**src/rtl/midi_multi_divider_if.sv**
```systemverilog
// Divisor write bus for midi_multi_divider: one strobed write per cycle,
// no backpressure. Optional macro PHASE_RESTART_EN adds Wr_restart.
interface midi_multi_divider_if #(
   parameter int unsigned NUM_CH = 8,
   parameter int unsigned DIV_W  = 24
);
   localparam int unsigned CH_W = (NUM_CH > 1) ? $clog2(NUM_CH) : 1;

   logic              Wr_en;
   logic [CH_W-1:0]   Wr_ch;
   logic [DIV_W-1:0]  Wr_div;
`ifdef PHASE_RESTART_EN
   logic              Wr_restart;

   modport master (output Wr_en, output Wr_ch, output Wr_div, output Wr_restart);
   modport slave  (input  Wr_en, input  Wr_ch, input  Wr_div, input  Wr_restart);
`else
   modport master (output Wr_en, output Wr_ch, output Wr_div);
   modport slave  (input  Wr_en, input  Wr_ch, input  Wr_div);
`endif
endinterface

```
**src/rtl/midi_multi_divider.sv**
```systemverilog
// midi_multi_divider: NUM_CH independent clock dividers, each producing a
// 50 % square wave and a one-cycle tick every active_div clocks. New
// divisors are shadowed and applied only at the channel's period boundary
// (or immediately while the channel is muted), so outputs never glitch.
// Optional macro PHASE_RESTART_EN: a write with Wr_restart=1 applies the
// divisor on the next edge and restarts the channel phase (note retrigger).
module midi_multi_divider #(
   parameter int unsigned NUM_CH = 8,
   parameter int unsigned DIV_W  = 24
) (
   input  logic                 Clk,
   input  logic                 Rst_n,
   input  logic                 En,
   midi_multi_divider_if.slave  wr,
   output logic [NUM_CH-1:0]    Sq_out,
   output logic [NUM_CH-1:0]    Tick,
   output logic [NUM_CH-1:0]    Pending
);
   localparam int unsigned CH_W = (NUM_CH > 1) ? $clog2(NUM_CH) : 1;

   logic [DIV_W-1:0]  active_div_q [NUM_CH];
   logic [DIV_W-1:0]  active_div_d [NUM_CH];
   logic [DIV_W-1:0]  pend_div_q   [NUM_CH];
   logic [DIV_W-1:0]  pend_div_d   [NUM_CH];
   logic [DIV_W-1:0]  cnt_q        [NUM_CH];
   logic [DIV_W-1:0]  cnt_d        [NUM_CH];
   logic [NUM_CH-1:0] pend_valid_q, pend_valid_d;
   logic [NUM_CH-1:0] sq_q, sq_d;
   logic [NUM_CH-1:0] tick_q, tick_d;

   logic [NUM_CH-1:0] wr_sel;
   logic [NUM_CH-1:0] muted;
   logic [NUM_CH-1:0] term;

   // Decode the write port; out-of-range channel indices select nothing.
   always_comb begin
      wr_sel = '0;
      for (int unsigned i = 0; i < NUM_CH; i++) begin
         wr_sel[i] = wr.Wr_en && (wr.Wr_ch == CH_W'(i));
      end
   end

   // Per-channel status: muted (divisor 0) and terminal count reached.
   always_comb begin
      muted = '0;
      term  = '0;
      for (int unsigned i = 0; i < NUM_CH; i++) begin
         muted[i] = (active_div_q[i] == '0);
         term[i]  = (cnt_q[i] == (active_div_q[i] - DIV_W'(1)));
      end
   end

   // Next-state: counting, boundary application of shadow divisors, writes.
   always_comb begin
      active_div_d = active_div_q;
      pend_div_d   = pend_div_q;
      cnt_d        = cnt_q;
      pend_valid_d = pend_valid_q;
      sq_d         = sq_q;
      tick_d       = '0;
      for (int unsigned i = 0; i < NUM_CH; i++) begin
         if (En) begin
            if (muted[i]) begin
               cnt_d[i] = '0;
               sq_d[i]  = 1'b0;
               if (pend_valid_q[i]) begin
                  active_div_d[i] = pend_div_q[i];
                  pend_valid_d[i] = 1'b0;
               end
            end else if (term[i]) begin
               cnt_d[i]  = '0;
               tick_d[i] = 1'b1;
               if (pend_valid_q[i]) begin
                  active_div_d[i] = pend_div_q[i];
                  pend_valid_d[i] = 1'b0;
                  // Applying a zero divisor mutes the channel low, not toggled.
                  sq_d[i] = (pend_div_q[i] == '0) ? 1'b0 : ~sq_q[i];
               end else begin
                  sq_d[i] = ~sq_q[i];
               end
            end else begin
               cnt_d[i] = cnt_q[i] + DIV_W'(1);
            end
         end
         // A write in a boundary cycle lands after the boundary consumed the
         // previous shadow value, so it waits for the following boundary.
         if (wr_sel[i]) begin
            pend_div_d[i]   = wr.Wr_div;
            pend_valid_d[i] = 1'b1;
         end
`ifdef PHASE_RESTART_EN
         if (wr_sel[i] && wr.Wr_restart) begin
            active_div_d[i] = wr.Wr_div;
            cnt_d[i]        = '0;
            sq_d[i]         = 1'b0;
            tick_d[i]       = 1'b0;
            pend_valid_d[i] = 1'b0;
         end
`endif
      end
   end

   // State registers with asynchronous active-low reset; every channel muted.
   always_ff @(posedge Clk or negedge Rst_n) begin
      if (!Rst_n) begin
         for (int unsigned i = 0; i < NUM_CH; i++) begin
            active_div_q[i] <= '0;
            pend_div_q[i]   <= '0;
            cnt_q[i]        <= '0;
         end
         pend_valid_q <= '0;
         sq_q         <= '0;
         tick_q       <= '0;
      end else begin
         for (int unsigned i = 0; i < NUM_CH; i++) begin
            active_div_q[i] <= active_div_d[i];
            pend_div_q[i]   <= pend_div_d[i];
            cnt_q[i]        <= cnt_d[i];
         end
         pend_valid_q <= pend_valid_d;
         sq_q         <= sq_d;
         tick_q       <= tick_d;
      end
   end

   assign Sq_out  = sq_q;
   assign Tick    = tick_q;
   assign Pending = pend_valid_q;

endmodule
```
**src/flat_wrapper.sv**
```systemverilog
// flat-port wrapper written by rule: the top's interface ports become plain ports
module midi_multi_divider_flat 
#(
   parameter int unsigned NUM_CH = 8,
   parameter int unsigned DIV_W  = 24
)
  (Clk, Rst_n, En, Sq_out, Tick, Pending, wr_Wr_en, wr_Wr_ch, wr_Wr_div);
  midi_multi_divider_if #(.NUM_CH(NUM_CH), .DIV_W(DIV_W)) wr_i ();
  input  logic Clk;
  input  logic Rst_n;
  input  logic En;
  output logic [NUM_CH-1:0] Sq_out;
  output logic [NUM_CH-1:0] Tick;
  output logic [NUM_CH-1:0] Pending;
  input wire logic [$bits(wr_i.Wr_en)-1:0] wr_Wr_en;
  input wire logic [$bits(wr_i.Wr_ch)-1:0] wr_Wr_ch;
  input wire logic [$bits(wr_i.Wr_div)-1:0] wr_Wr_div;
  assign wr_i.Wr_en = wr_Wr_en;
  assign wr_i.Wr_ch = wr_Wr_ch;
  assign wr_i.Wr_div = wr_Wr_div;
  midi_multi_divider #(.NUM_CH(NUM_CH), .DIV_W(DIV_W)) u_core (.Clk(Clk), .Rst_n(Rst_n), .En(En), .wr(wr_i), .Sq_out(Sq_out), .Tick(Tick), .Pending(Pending));
endmodule
```
**config.mk**
```make
export PLATFORM = sky130hd
export DESIGN_NAME = midi_multi_divider_flat
export DESIGN_NICKNAME = d
export VERILOG_FILES = /design/src/rtl/midi_multi_divider_if.sv /design/src/rtl/midi_multi_divider.sv /design/src/flat_wrapper.sv
export SDC_FILE = /design/constraint.sdc
export NUM_CORES = 1
export LEC_CHECK = 0
export BUFFER_PORTS_ARGS = -buffer_cell sky130_fd_sc_hd__clkbuf_2
export CAP_MARGIN = 30
export CELL_PAD_IN_SITES_DETAIL_PLACEMENT = 0
export CELL_PAD_IN_SITES_GLOBAL_PLACEMENT = 1
export CORE_UTILIZATION = 45
export CTS_BUF_LIST = sky130_fd_sc_hd__clkbuf_4
export DETAILED_ROUTE_END_ITERATION = 6
export PLACE_DENSITY = 0.79
export RECOVER_POWER = 100
export SLEW_MARGIN = 5
export SYNTH_ARGS = -nofsm -noshare
export SYNTH_HDL_FRONTEND = slang
export SYNTH_SLANG_ARGS = --single-unit
```
**constraint.sdc**
```tcl
create_clock -name Clk -period 4.78 [get_ports Clk]
set_clock_uncertainty 0.2 [all_clocks]
set_input_delay 0.239 -clock Clk [delete_from_list [all_inputs] [get_ports Clk]]
set_output_delay 0.239 -clock Clk [all_outputs]
set_load 0.05 [all_outputs]
```
Word level (Yosys, flattened, before mapping)
Cells that the tools add are included.

operators by class
  bitwise logic cells = 8
  mux-type cells = 128
  reduce and logical (&&, ||, !) cells = 65
  equality and inequality tests = 15
  add/subtract/negate cells = 16

operator list
  kind                                                                  count
  24-bit 2-to-1 mux                                                     40
  24-bit logical NOT                                                    16
  24-bit by 1-bit adder with 24-bit output, second input constant       8
  24-bit == test                                                        8
  24-bit by 1-bit subtractor with 24-bit output, second input constant  8
  1-bit 2-to-1 mux                                                      88
  2-bit AND reduction                                                   16
  2-bit nonzero test                                                    16
  3-bit nonzero test                                                    8
  3-bit == test, second input constant                                  4
  1-bit logical AND                                                     8
  1-bit NOT                                                             8
  3-bit by 2-bit == test with 1-bit output, second input constant       2
  3-bit by 1-bit == test with 1-bit output, second input constant       1
  3-bit logical NOT                                                     1

word-level totals
  logic and storage cells = 273
  flip-flop bits (word level) = 600
  input port bits = 31
  output and inout bits = 24

Depth between registers and ports, before layout
Gate-level depths: netlist of the first run.

  depth in word-level cells = 6
  gate-level depth with buffers = 13
  gate-level depth less buffers = 11

Least setup slack after synthesis of the first run
No wires, ideal clock.

  path type = reg-to-reg
  start = reg u_core.active_div_q[99] (netlist name)
  end = reg u_core.active_div_q[101] (netlist name)
  setup time = 0.125 ns
  data arrival time = 3.744 ns
  path buffers = 2
  stages on the path, launching flop included = 12
  slack = 0.711 ns
  required time = 4.455 ns
  path through = dfrtp_1 buf_6 nor4_2 nand2_1 or4_1 xnor2_1 or4_1 or4b_4 o41ai_4 nand3_4 buf_6 mux2_4

on the way
  cells in the longest elaborated chain, start to end = 4
  elaborated cells on any way between the ends = 6
  classes of those cells = add/sub (1); eq/ne (1); mux (1); reduce/logical (3)

ends and longest elaborated chain
  element                                        line                       source
  start: declaration                             midi_multi_divider.sv:21   logic [DIV_W-1:0] active_div_q [NUM_CH];
  start signal: indexed assignment               midi_multi_divider.sv:116  active_div_q[i] <= active_div_d[i];
  24-bit by 1-bit subtractor with 24-bit output  midi_multi_divider.sv:49   term[i] = (cnt_q[i] == (active_div_q[i] - DIV_W'(1)));
  24-bit == test                                 midi_multi_divider.sv:49
  2-bit nonzero test (no source line)            --
  2-bit AND reduction (no source line)           --

Parallel ways exist; a longest one is shown, timed or not.
A chain may end at the register's enable or synchronous reset.

Worst setup path in the final report of the first run
  start = reg u_core.active_div_q[112] (netlist name)
  end = reg u_core.active_div_q[104] (netlist name)

Same word-level chain as after synthesis.

==> results of run 1 <==
==> power by group <==
group	leakage (nW)	internal, W	switching [W]	total [W]
Clock	1.18	0.00232	0.00216	0.00448
Combinational	7.01	0.00230	0.00265	0.00494
Sequential	7.72	0.00596	0.00131	0.00727
==> final cells by class <==
| type | count | area [um2] |
|---|---|---|
| Multi-Input combinational cell | 2422 | 16700 |
| Fill cell | 6737 | 35600 |
| Timing Repair Buffer | 151 | 991 |
| Inverter | 119 | 447 |
| Tap cell | 950 | 1190 |
| Antenna cell | 3 | 7.51 |
| Sequential cell | 600 | 15000 |
| Clock inverter | 37 | 201 |
| Clock buffer | 238 | 1790 |
==> through the flow <==
step,util,hold WS [ps]
after detailed placement,0.477,146
final,0.505,167
after CTS,0.510,54.1
after global routing,0.505,97.9
after global placement,0.477,145
after floorplan,-,-257
==> registers in the layout, summed over array words and instances, names as in the netlist <==
name / count
u_core.Pending: 8
u_core.active_div_q: 192
u_core.Sq_out: 8
u_core.Tick: 8
u_core.cnt_q: 192
u_core.pend_div_q: 192
==> worst reg2reg max path: stages, from the launching register on <==
cell and delay [ps]:
dfrtp_1 450, or2_2 350, or4_1 420, or4_1 440, xnor2_1 150, or4_1 400, or4b_4 490, o41ai_1 630
nand3_4 360, mux2_1 420
==> cells by family after synthesis <==
kind of cell,count (synthesis),synth area share
and+or+nand+nor,1287,0.207
xor gates and xnor gates,373,0.0992
AOI/OAI and AO/OA,414,0.0872
adders and majority gates,16,0.00608
muxes,332,0.114
DFF,600,0.456
buffers and inverters,257,0.0309
==> synthesized netlist by cell type (23+ instances only) <==
cell / instances / share of area
nand2b_1: 36 / 0.0068
mux2_2: 299 / 0.10
nor2_1: 338 / 0.039
or3_1: 42 / 0.0080
nor3_1: 120 / 0.018
nand4_1: 80 / 0.015
o21ai_0: 101 / 0.015
xnor2_1: 200 / 0.053
mux2i_1: 23 / 0.0070
or4_1: 34 / 0.0078
nand3b_1: 23 / 0.0052
nor4_1: 113 / 0.021
nand3_1: 111 / 0.017
clkbuf_1: 112 / 0.013
dfrtp_1: 600 / 0.46
inv_1: 118 / 0.013
nor2b_1: 23 / 0.0044
nand2_1: 194 / 0.022
xor2_1: 173 / 0.046
a21oi_1: 88 / 0.013
and3_1: 48 / 0.0091
==> final timing paths <==
| path | cells past startpoint | from | slack (ps) | end |
|---|---|---|---|---|
| max in group asynchronous | 4 | Rst_n | 1000 | u_core.pend_div_q[163] |
| worst min-delay path | 5 | En | 170 | u_core.cnt_q[49] |
| worst max register to register | 9 | u_core.active_div_q[112] | 340 | u_core.active_div_q[104] |
| worst min register to register | 1 | u_core.Sq_out[6] | 280 | u_core.Sq_out[6] |
| worst max-delay path | 9 | u_core.active_div_q[112] | 340 | u_core.active_div_q[104] |
| min in group asynchronous | 4 | Rst_n | 1010 | u_core.cnt_q[42] |
==> metal layers <==
layer,vias to the layer above,share of wire,GRT usage
met5,-,0,0
met4,0,0.019,0.0711
met3,132,0.054,0.0473
met2,602,0.46,0.370
met1,12691,0.47,0.332
li1,12243,-,-
==> metrics.txt, run 1 <==
outcome finished, violations left; maximum capacitance violations 14; worst setup path category reg -> reg; peak per-stage delay on the critical path between 600 and 700 ps; category of the worst setup path capture point flop; Layout Nets between 3000 and 4000; number of detailed-routing iterations run before antenna repair 5; commonest cells after routing, fill and taps aside 600 x dfrtp_1, 338 x nor2_1, 297 x mux2_2; CP top delay family simple AND/OR/NAND/NOR gates; Port Buf Inserts 54; number of remaining DRC errors 0; cell with the largest stage delay on the worst path o41ai_1; vias post-DR around 26000; part of the Yosys area used for sequential elements 0.456; Cells after DPL 4200; post-route total power roughly 0.017 W; flip-flop and latch count after synthesis 600; Syn Nets 3326; half-perimeter wire length of the detailed placement result 58.7 mm; clock latency on the worst-skew pair approximately 1000 ps; clock tree from TritonCTS done; most common cell after layout, fill and taps aside dfrtp_1; total core area between 70000 and 80000 um2; CTS Hold Buffers Added 42; Tightest Pin Transition between 2000 and 3000 ps; growth of design area from synthesis to finish 10.5%; Post-Synthesis Cells approximately 3300; total CTS buffers 163; number of violations reported at the end of detailed-routing iteration 0 roughly 1600; final RePlAce weighted congestion between 0.9 and 1; Critical Path AT just over 5000 ps; Die Footprint ~74000 um2; routed via count divided by cell count around 5.7; share of flip-flops with an asynchronous set or reset 1.00; worst path setup slack after routing 342 ps; power density normalized to cell area about 460 nW/um2; Post CTS Setup Buffer Count 0; RSZ-0062 raised after global routing no; H-Tree Depth 4; setup violators final 0; dpl cell area 34300 um2; CTS Sinks 600; Leak between 15 and 20 nW; clock root buffer clkbuf_4; Crit Path Max Fanout 17; average wire per standard cell 19.2 um; violations in the final reports capacitance limit, slew limit; floorplan die height 273 um; Starting Density 0.458; maximum clock frequency 225 MHz; total negative slack 0 ps; fraction of layout cells with a size suffix above 1 0.186; leading register cell type out of synthesis dfrtp_1; total overflow reported by the global router 0; area of the mapped netlist approximately 33000 um2; non-filler cells, final roughly 4500; count of distinct cell types in the synthesized netlist around 100; Critical Path Most Common Cell or4_1; die outline width between 200 and 300 um; type of the most critical hold path in -> reg; per-instance average area after synthesis roughly 10 um2; Final ANT Viol Nets 0; VDD IR-drop max ~0.00024 V; count of endpoints failing hold in the final timing report 0; I/O pin count 55; all-layer global routing usage 0.237; Design Area, Final 36400 um2; first-pass GRT wire length between 100 and 150 mm; required time at the worst-slack endpoint about 5400 ps; number of antenna violations at the first check in global routing 4; number of rows created at floorplan 98; Slew Limit Fails 630; via count of the first global-routing pass between 20000 and 30000; worst setup slack before clock tree synthesis about 690 ps; count of flip-flops with a built-in enable after synthesis 0; buffer and inverter count on the worst path 0; worst path cell trace or2_2 > or4_1 > or4_1 > xnor2_1 > or4_1 > or4b_4 > o41ai_1 > nand3_4 > mux2_1; pin count of the biggest net entering global routing about 110; Worst-path clk slew approximately 70 ps; Resized cells post-CTS 0; minimum period implied by the final worst setup slack about 4400 ps; worst slew margin relative to its limit -0.766; buffer depth of the longest clock path 3; wirelength, routed roughly 87 mm; kind of launch point of the worst setup path flop; Ys Warns 0; Final period util 0.928
No activity file was read; power rests on OpenSTA's default activity.
==> inputs of run 2 (changes only) <==
Settings changed: PLACE_DENSITY 0.79 to 0.8.
==> metrics.txt, run 2 (same netlist as run 1, synthesis figures left out) <==
number of remaining DRC errors 0 (unchanged); kind of launch point of the worst setup path flop; type of the most critical hold path in -> reg; Final ANT Viol Nets 0 (unchanged); total overflow reported by the global router 0 (unchanged); worst flop-to-flop path startpoint u_core.active_div_q[24]; clock tree from TritonCTS done; VDD IR-drop max 0.000279 V (+15%); power density normalized to cell area 461 nW/um2 (+0.54%); Worst Hold Path EP u_core.cnt_q[99]; worst setup slack before clock tree synthesis 614 ps (-74.1 ps); worst path setup slack after routing 388 ps (+45.2 ps); commonest cells after routing, fill and taps aside 600 x dfrtp_1, 337 x nor2_1, 299 x mux2_2; Port Buf Inserts 54 (unchanged); worst hold start En; number of antenna violations at the first check in global routing 7 (+3); worst setup path category reg -> reg; Crit Path Max Fanout 16 (-1); number of rows created at floorplan 98 (unchanged); category of the worst setup path capture point flop; setup violators final 0 (unchanged); buffer depth of the longest clock path 3 (unchanged); post-route total power 0.0168 W (+0.60%); H-Tree Depth 4 (unchanged); violations in the final reports capacitance limit, slew limit; die outline width 273 um (unchanged); number of violations reported at the end of detailed-routing iteration 0 1813 (+10%); Worst-path clk slew 60 ps (about the same); final RePlAce weighted congestion 0.892 (-1.8%); most common cell after layout, fill and taps aside dfrtp_1; all-layer global routing usage 0.237 (-0.000301); largest registers ranked by flip-flop count u_core.active_div_q (192), u_core.cnt_q (192), u_core.pend_div_q (192); outcome finished, violations left; logic depth of the worst register-to-register path 12 (+3); total negative slack 0 ps (unchanged); growth of design area from synthesis to finish 10.5% (about the same); fraction of layout cells with a size suffix above 1 0.186 (+0.000437); floorplan die height 273 um (unchanged); number of detailed-routing iterations run before antenna repair 7 (+2); end of the worst register-to-register path u_core.cnt_q[35]; number of filler cells placed in the layout 6752 (+0.22%); worst slew margin relative to its limit -0.782 (-0.0159); half-perimeter wire length of the detailed placement result 58.4 mm (-0.50%); vias post-DR 25686 (+0.070%); count of endpoints failing hold in the final timing report 0 (unchanged); Die Footprint 74300 um2 (unchanged); maximum capacitance violations 15 (+1); Slew Limit Fails 803 (+27%); Design Area, Final 36400 um2 (about the same); maximum clock frequency 228 MHz (+1.0%); Critical Path AT 5020 ps (-70 ps); Starting Density 0.458 (unchanged); first-pass GRT wire length 140 mm (about the same); required time at the worst-slack endpoint 5410 ps (-20 ps); routed via count divided by cell count 5.68 (about the same); Leak 15.9 nW (+0.24%); Layout Nets 3498 (-0.17%); CTS Sinks 600 (unchanged); average wire per standard cell 19.0 um (-1.1%); pin count of the biggest net entering global routing 120 (+6.2%); Final period util 0.919 (-0.00946); Cells on Worst Hold Path 3 (-2); wirelength, routed 85.9 mm (-1.1%); I/O pin count 55 (unchanged); Tightest Pin Transition 2670 ps (+23.9 ps); Post CTS Setup Buffer Count 0 (unchanged); Register-to-Register Setup Slack 390 ps (+50 ps); clock latency on the worst-skew pair 1010 ps (about the same); origin of the worst setup path u_core.active_div_q[24]; clock root buffer clkbuf_4; dpl cell area 34300 um2 (-0.12%); RSZ-0062 raised after global routing no; via count of the first global-routing pass 25349 (+0.020%); total core area 72000 um2 (unchanged); minimum period implied by the final worst setup slack 4390 ps (-45.2 ps); total CTS buffers 164 (+0.61%); worst hold slack 128 ps (-38.7 ps)
==> run 2: cell count changes in the layout (fill, tap and decap cells not counted), sizes merged <==
| cell | delta |
|---|---|
| bufinv | +3 |
| diode | +3 |
| inv | +1 |
| clkinv | +8 |
| clkbuf | -12 |
| buf | -3 |
==> run 2: worst max-delay path: stages (launching register included) <==
cell and delay [ps]:
dfrtp_1 440, inv_1 80, ha_1 240, or3b_2 510
nor4_1 570, xnor2_1 170, or2_2 300, a2111oi_0 410
nand4b_1 180, a21bo_1 320, and2_0 340, clkbuf_2 390
nor2_1 100
==> run 2: final cells by class <==
cell class | count | area, um2 | area share
multi-input cells | 2422 | 16800 | 0.460
diodes | 6 | 15.0 | 0.000412
clock buffers | 230 | 1730 | 0.0474
clock inverters | 49 | 320 | 0.00880
flip-flops and latches | 600 | 15000 | 0.412
repair buffers | 144 | 930 | 0.0255
inverters | 119 | 447 | 0.0123
well taps | 950 | 1190 | 0.0327
==> run 2: how the worst max path moves through the flow <==
stage	to	slack, ps	cells after the start
after detailed placement	u_core.active_div_q[115]	610	10
after CTS	u_core.active_div_q[115]	550	10
after global placement	u_core.active_div_q[110]	690	10
final	u_core.cnt_q[35]	390	12
after global routing	u_core.cnt_q[43]	140	12
after floorplan	u_core.active_div_q[101]	710	11
==> run 2: timing repair <==
| item | CTS | global route |
|---|---|---|
| hold buffers | 42 | 0 |
| resized for setup | 0 | 0 |
| hold endpoints to repair | 917 | 0 |
==> run 2: per-layer routing <==
metal,wire length [um],vias up,track usage
li1,-,12245,-
met1,40800,12698,0.335
met2,39100,612,0.368
met3,4180,131,0.0418
met4,1760,0,0.0758
met5,0,-,0
==> run 2: metrics by stage <==
stage          utilization  cells
6_report             0.506   4520
3_3_place_gp         0.476   4193
2_1_floorplan            -   3279
4_1_cts              0.511   4514
3_5_place_dp         0.476   4193
5_1_grt              0.506   4516
==> run 2: power by group <==
part | internal [W] | leakage, nW | switching [W]
combinational | 0.00227 | 7.02 | 0.00265
clock | 0.00243 | 1.20 | 0.00220
sequential | 0.00596 | 7.72 | 0.00129
